==> src/rtl/fileio_ctrl_pkg.sv <==
// Shared constants for the file I/O offload controller: CPU register map, status/control
// bit positions, master FSM encoding and the file I/O peripheral register offsets.
package fileio_ctrl_pkg;

    localparam logic [2:0] OffCtrl   = 3'h0;
    localparam logic [2:0] OffStat   = 3'h2;
    localparam logic [2:0] OffRxdata = 3'h4;
    localparam logic [2:0] OffTxdata = 3'h6;

    localparam int unsigned CtrlEn   = 0;
    localparam int unsigned CtrlRxIe = 1;
    localparam int unsigned CtrlTxIe = 2;

    localparam int unsigned StatRxAvail = 0;
    localparam int unsigned StatTxFull  = 1;
    localparam int unsigned StatTxEmpty = 2;
    localparam int unsigned StatTxOvf   = 3;

    localparam logic [1:0] StIdle   = 2'd0;
    localparam logic [1:0] StTxWr   = 2'd1;
    localparam logic [1:0] StRxPoll = 2'd2;
    localparam logic [1:0] StRxRead = 2'd3;

    localparam logic [14:0] FioStatusOff = 15'h0000;
    localparam logic [14:0] FioDataOff   = 15'h0002;

endpackage

==> src/rtl/fileio_fifo.sv <==
// Byte FIFO with 2^FIFO_AW entries; a push while full is accepted when a pop lands on
// the same edge.
module fileio_fifo #(
    parameter int unsigned FIFO_AW = 2
) (
    input  logic       mclk,
    input  logic       puc_rst,
    input  logic       push,
    input  logic       pop,
    input  logic [7:0] wdata,
    output logic [7:0] rdata,
    output logic       empty,
    output logic       full
);
    localparam int unsigned Depth = 1 << FIFO_AW;

    logic [7:0]         mem_q [Depth];
    logic [FIFO_AW-1:0] wptr_q;
    logic [FIFO_AW-1:0] rptr_q;
    logic [FIFO_AW:0]   count_q;
    logic               do_push;
    logic               do_pop;

    assign empty   = (count_q == '0);
    assign full    = (count_q == (FIFO_AW + 1)'(Depth));
    assign do_pop  = pop & ~empty;
    assign do_push = push & (~full | do_pop);
    assign rdata   = mem_q[rptr_q];

    always_ff @(posedge mclk or posedge puc_rst) begin
        if (puc_rst) begin
            wptr_q  <= '0;
            rptr_q  <= '0;
            count_q <= '0;
        end else begin
            if (do_push) wptr_q <= wptr_q + FIFO_AW'(1);
            if (do_pop)  rptr_q <= rptr_q + FIFO_AW'(1);
            case ({do_push, do_pop})
                2'b10:   count_q <= count_q + (FIFO_AW + 1)'(1);
                2'b01:   count_q <= count_q - (FIFO_AW + 1)'(1);
                default: count_q <= count_q;
            endcase
        end
    end

    always_ff @(posedge mclk) begin
        if (do_push) mem_q[wptr_q] <= wdata;
    end

endmodule

==> src/rtl/fileio_ctrl.sv <==
// File I/O offload controller: CPU-facing FIFO register block plus a private bus master
// that drains TX bytes into, and pulls RX bytes out of, the file I/O peripheral.
module fileio_ctrl
    import fileio_ctrl_pkg::*;
#(
    parameter logic [14:0] BASE_ADDR = 15'h0180,
    parameter int unsigned DEC_WD    = 3,
    parameter logic [14:0] FIO_BASE  = 15'h00c0,
    parameter int unsigned FIFO_AW   = 2
) (
    input  logic        mclk,
    input  logic        puc_rst,
    input  logic [13:0] per_addr,
    input  logic [15:0] per_din,
    input  logic        per_en,
    input  logic [1:0]  per_we,
    output logic [15:0] per_dout,
    output logic [13:0] fio_addr,
    output logic [15:0] fio_din,
    output logic        fio_en,
    output logic [1:0]  fio_we,
    input  logic [15:0] fio_dout,
    output logic        irq
);
    localparam logic [13:0] FioStatusAddr = 14'((FIO_BASE + FioStatusOff) >> 1);
    localparam logic [13:0] FioDataAddr   = 14'((FIO_BASE + FioDataOff) >> 1);

    logic              reg_sel, reg_rd, reg_wr;
    logic [DEC_WD-1:0] reg_off;
    logic              ctrl_wr, stat_wr, txdata_wr, rxdata_rd;
    logic [2:0]        ctrl_q;
    logic              tx_ovf_q;
    logic [1:0]        state_q, state_d;
    logic              last_tx_q, last_tx_d;
    logic              tx_pop, tx_empty, tx_full;
    logic              rx_push, rx_empty, rx_full;
    logic [7:0]        tx_rdata, rx_rdata;
    logic [15:0]       stat;
    logic              unused_bits;

    assign unused_bits = ^{per_din[15:8], fio_dout[15:8]};

    assign reg_sel   = per_en & (per_addr[13:DEC_WD-1] == BASE_ADDR[14:DEC_WD]);
    assign reg_off   = {per_addr[DEC_WD-2:0], 1'b0};
    assign reg_rd    = reg_sel & (per_we == 2'b00);
    assign reg_wr    = reg_sel & per_we[0];
    assign ctrl_wr   = reg_wr & (reg_off == DEC_WD'(OffCtrl));
    assign stat_wr   = reg_wr & (reg_off == DEC_WD'(OffStat));
    assign txdata_wr = reg_wr & (reg_off == DEC_WD'(OffTxdata));
    assign rxdata_rd = reg_rd & (reg_off == DEC_WD'(OffRxdata));

    assign tx_pop  = (state_q == StTxWr);
    assign rx_push = (state_q == StRxRead);

    fileio_fifo #(.FIFO_AW(FIFO_AW)) u_tx_fifo (
        .mclk    (mclk),
        .puc_rst (puc_rst),
        .push    (txdata_wr),
        .pop     (tx_pop),
        .wdata   (per_din[7:0]),
        .rdata   (tx_rdata),
        .empty   (tx_empty),
        .full    (tx_full)
    );

    fileio_fifo #(.FIFO_AW(FIFO_AW)) u_rx_fifo (
        .mclk    (mclk),
        .puc_rst (puc_rst),
        .push    (rx_push),
        .pop     (rxdata_rd),
        .wdata   (fio_dout[7:0]),
        .rdata   (rx_rdata),
        .empty   (rx_empty),
        .full    (rx_full)
    );

    always_ff @(posedge mclk or posedge puc_rst) begin
        if (puc_rst) begin
            ctrl_q   <= 3'b000;
            tx_ovf_q <= 1'b0;
        end else begin
            if (ctrl_wr) ctrl_q <= per_din[2:0];
            // A byte is only lost when no drain frees a slot on the same edge.
            if (stat_wr && per_din[StatTxOvf]) begin
                tx_ovf_q <= 1'b0;
            end else if (txdata_wr && tx_full && !tx_pop) begin
                tx_ovf_q <= 1'b1;
            end
        end
    end

    assign stat = {12'h000, tx_ovf_q, tx_empty, tx_full, ~rx_empty};

    always_comb begin
        per_dout = 16'h0000;
        if (reg_rd) begin
            case (reg_off)
                DEC_WD'(OffCtrl):   per_dout = {13'h0000, ctrl_q};
                DEC_WD'(OffStat):   per_dout = stat;
                DEC_WD'(OffRxdata): per_dout = rx_empty ? 16'h0000 : {8'h00, rx_rdata};
                default:            per_dout = 16'h0000;
            endcase
        end
    end

    assign irq = (ctrl_q[CtrlRxIe] & ~rx_empty) | (ctrl_q[CtrlTxIe] & tx_empty);

    always_comb begin
        state_d   = state_q;
        last_tx_d = last_tx_q;
        case (state_q)
            StIdle: begin
                if (ctrl_q[CtrlEn]) begin
                    // Round-robin: TX wins unless RX is also possible and TX went last.
                    if (!tx_empty && (rx_full || !last_tx_q)) begin
                        state_d   = StTxWr;
                        last_tx_d = 1'b1;
                    end else if (!rx_full) begin
                        state_d   = StRxPoll;
                        last_tx_d = 1'b0;
                    end
                end
            end
            StTxWr:   state_d = StIdle;
            StRxPoll: state_d = fio_dout[0] ? StRxRead : StIdle;
            StRxRead: state_d = StIdle;
            default:  state_d = StIdle;
        endcase
    end

    always_ff @(posedge mclk or posedge puc_rst) begin
        if (puc_rst) begin
            state_q   <= StIdle;
            last_tx_q <= 1'b0;
        end else begin
            state_q   <= state_d;
            last_tx_q <= last_tx_d;
        end
    end

    always_comb begin
        fio_en   = 1'b0;
        fio_we   = 2'b00;
        fio_addr = 14'h0000;
        fio_din  = 16'h0000;
        case (state_q)
            StTxWr: begin
                fio_en   = 1'b1;
                fio_we   = 2'b01;
                fio_addr = FioDataAddr;
                fio_din  = {8'h00, tx_rdata};
            end
            StRxPoll: begin
                fio_en   = 1'b1;
                fio_addr = FioStatusAddr;
            end
            StRxRead: begin
                fio_en   = 1'b1;
                fio_addr = FioDataAddr;
            end
            default: ;
        endcase
    end

endmodule

==> config.mk <==
export PLATFORM = sky130hd
export DESIGN_NAME = fileio_ctrl
export DESIGN_NICKNAME = d
export VERILOG_FILES = /design/src/rtl/fileio_ctrl_pkg.sv /design/src/rtl/fileio_fifo.sv /design/src/rtl/fileio_ctrl.sv
export SDC_FILE = /design/constraint.sdc
export NUM_CORES = 1
export LEC_CHECK = 0
export ABC_AREA = 1
export BUFFER_PORTS_ARGS = -buffer_cell sky130_fd_sc_hd__buf_2
export CORE_MARGIN = 2
export CORE_UTILIZATION = 54
export DETAILED_ROUTE_END_ITERATION = 8
export PLACE_DENSITY_LB_ADDON = 0.1
export SLEW_MARGIN = 20
export SYNTH_ARGS = -nofsm -noshare
export SYNTH_HDL_FRONTEND = slang
export SYNTH_SLANG_ARGS = --single-unit
==> constraint.sdc <==
create_clock -name mclk -period 2 [get_ports mclk]
set_clock_uncertainty 0.1 [all_clocks]
set_input_delay 0.3 -clock mclk [delete_from_list [all_inputs] [get_ports mclk]]
set_output_delay 0.3 -clock mclk [all_outputs]
set_load 0.005 [all_outputs]
==> results.txt <==
Status -> complete, but fails checks
Failing checks -> negative setup slack
Final Setup Violations -> 2
Post-synthesis mux area share -> 1.063%
Antenna diode count -> 0
Routed wire length per instance -> 13.51 um
Total power draw -> 3622 uW
Worst Reg-to-Reg Cells -> 10
Commonest non-fill, non-tap cell in the layout -> nor2_1
Register area share after synthesis -> 57.75%
DIE HEIGHT -> 92.59 um
WHS -> 67.19 ps
Worst r2r src -> state_q[1]
Worst vdd ir -> 0.3788 mV
PwrDens -> 729.0 nW/um2
I/O Buffers -> 56
H-tree depth -> 3
Hold_sp -> per_din[6]
Row Count -> 32
CP Class -> register to primary output
Crit path DAT -> 1620 ps
Place WS -> -32.16 ps
RSZ-0062 raised after global routing -> true
Die area -> 8572 um2
Synth-to-Final Area Change -> 17.24%
Reg-to-reg slack, setup -> 180 ps
Vias after detailed routing -> 2966
Overflow after GRT -> 0
1st-pass router iterations -> 4
Final wirelength -> 8.202 mm
Largest family of logic cells by synthesized area -> simple AND/OR/NAND/NOR gates
WP data required -> 1600 ps
Synth Area in Adders -> 3.307%
Ys Warns -> 0
Die W -> 92.59 um
Initial antenna violation count -> 0
I/O pin total -> 101
Post-Synth Simple-Gate Area -> 16.83%
Dpl cell area -> 4636 um2
Hold worst-path end -> u_tx_fifo.mem_q[3][6]
Clk root buf -> clkbuf_8
Initial DRC Count -> 128
Nets@finish -> 561
# DRC -> 0
Max Fclk -> 0.4938 GHz
Syn avg cell area -> 10.14 um2
Capturing point of the worst reg2reg path -> u_tx_fifo.count_q[2]
Synthesized instance count -> 418
Final Hold Violating Endpoints -> 0
Area leader, netlist -> edfxtp_1
Netlist cell types -> 37
Yosys reg bits -> 85
CTS max path bufs -> 2
Post-route cell area -> 4969 um2
Vias in the first global route -> 2812
CTS clk-pin slew, worst paths -> 90 ps
GPL Wtd Cong -> 0.8732
Post-Syn Area -> 4238 um2
Hold Crit Depth -> 1
Total CTS buffers -> 9
Synth top area share -> 45.35%
First-pass GRT wire length -> 13.30 mm
Most frequent cells in the layout -> 81 x nor2_1, 64 x edfxtp_1, 56 x buf_2
Max Cap Viol -> 0
Share of cells above drive strength 1 -> 27.92%
Via density -> 4.886
Crit path capture type -> primary output
Setup WS post-layout -> -24.99 ps
Initial Util -> 55.42%
Max Slew Vio Count -> 0
Fin crit period -> 2025 ps
Core region area -> 7647 um2
Pin count of the biggest net entering global routing -> 22
Worst-Skew Late Latency -> 340 ps
CTS tree -> done
Final period util -> 101.2%
CP Max Fanout -> 8
Xor/xnor share of the synthesized area -> 1.240%
Nature of the critical path startpoint -> register
Area contributors post-synth -> edfxtp_1 45%, dfrtp_1 12%, nor2_1 7.3%, buf_4 5.5%, inv_1 4.3%
Min-Delay Path Class -> input port to register
Compound-Gate Fraction of Synth Area -> 8.267%
Post-route ant nets -> 0
Leakage power -> 0.002193 uW
Clock sink count -> 85
DP HPWL -> 5.801 mm
Gr usage total -> 20.32%
-- kinds of logic after synthesis --
group | count (synthesis)
AOI/OAI and AO/OA | 65
adders and majority gates | 10
buffers and inverters | 97
DFF | 85
other | 1
muxes | 3
and+or+nand+nor | 151
xor gates and xnor gates | 6
-- timing repair --
item                                    CTS  global route
gates cloned                              0             0
pin swaps                                 1             2
resized for setup                         6            14
hold buffers                              1             0
hold endpoints to repair                 21             0
setup buffers                             3             3
endpoints found under the setup margin    8            11
-- metrics by stage --
stage | util [%] | setup TNS, ps | cells
floorplan | - | 0 | 445
global placement | 60.62 | 0 | 584
detailed placement | 60.62 | -32.16 | 584
CTS | 63.78 | -69.36 | 604
global route | 64.97 | -561.2 | 607
finish | 64.97 | -37.62 | 607
-- critical path, cell delays in order, from the launching register on --
cell and delay [ps]:
dfrtp_1 410, buf_6 160, o21ai_0 90, o22ai_1 230
nand2_1 90, a31oi_1 160, buf_2 140
-- flip-flops by register name, indices dropped and copies added, names as in the netlist --
register           flops
u_rx_fifo.wptr_q       2
u_rx_fifo.count_q      3
state_q                2
u_rx_fifo.mem_q       32
u_rx_fifo.rptr_q       2
last_tx_q              1
ctrl_q                 3
tx_ovf_q               1
u_tx_fifo.count_q      3
u_tx_fifo.wptr_q       2
u_tx_fifo.rptr_q       2
u_tx_fifo.mem_q       32
-- power by group --
group / switching (uW) / internal (uW)
registers: 43.2 / 1930
clock network: 597 / 583
logic: 295 / 171
-- synth_stat cells (all sizes together) --
cell type / instances
a21oi: 17
nand3: 12
inv: 56
dfrtp: 21
o21ai: 39
or2: 2
mux2: 3
nor3: 5
nand4: 4
nand2: 40
ha: 8
fa: 2
conb: 1
nor2: 88
a32oi: 1
edfxtp: 64
xor2: 6
buf: 34
a31oi: 1
o22ai: 7
clkinv: 1
clkbuf: 6
-- metal layers --
| metal | vias up | global-route usage [%] | routed length [um] |
|---|---|---|---|
| met5 | - | 0 | 0 |
| met4 | 0 | 5.597 | 126 |
| met3 | 8 | 4.638 | 466 |
| met2 | 86 | 32.60 | 3823 |
| met1 | 1397 | 28.06 | 3786 |
| li1 | 1475 | - | - |
-- worst max-delay path by stage --
stage	from	endpoint	slack, ps	cells past startpoint
final	u_rx_fifo.rptr_q[1]	per_dout[1]	-20	6
after global placement	per_addr[9]	u_rx_fifo.count_q[2]	40	14
after CTS	u_rx_fifo.rptr_q[0]	per_dout[1]	-50	6
after global routing	u_rx_fifo.rptr_q[0]	per_dout[1]	-120	6
after detailed placement	per_addr[2]	u_rx_fifo.count_q[2]	-30	14
after floorplan	per_addr[9]	u_tx_fifo.mem_q[0][0]	70	7
-- cell type report --
type,count,area (um2)
fill,638,2679
sequential,85,2450
multi-input combinational,263,1455
timing repair buffer,84,520.5
inverter,57,222.7
clock buffer,11,131.4
tap,102,127.6
clock inverter,5,61.31
(Power assumes the default switching activity.)
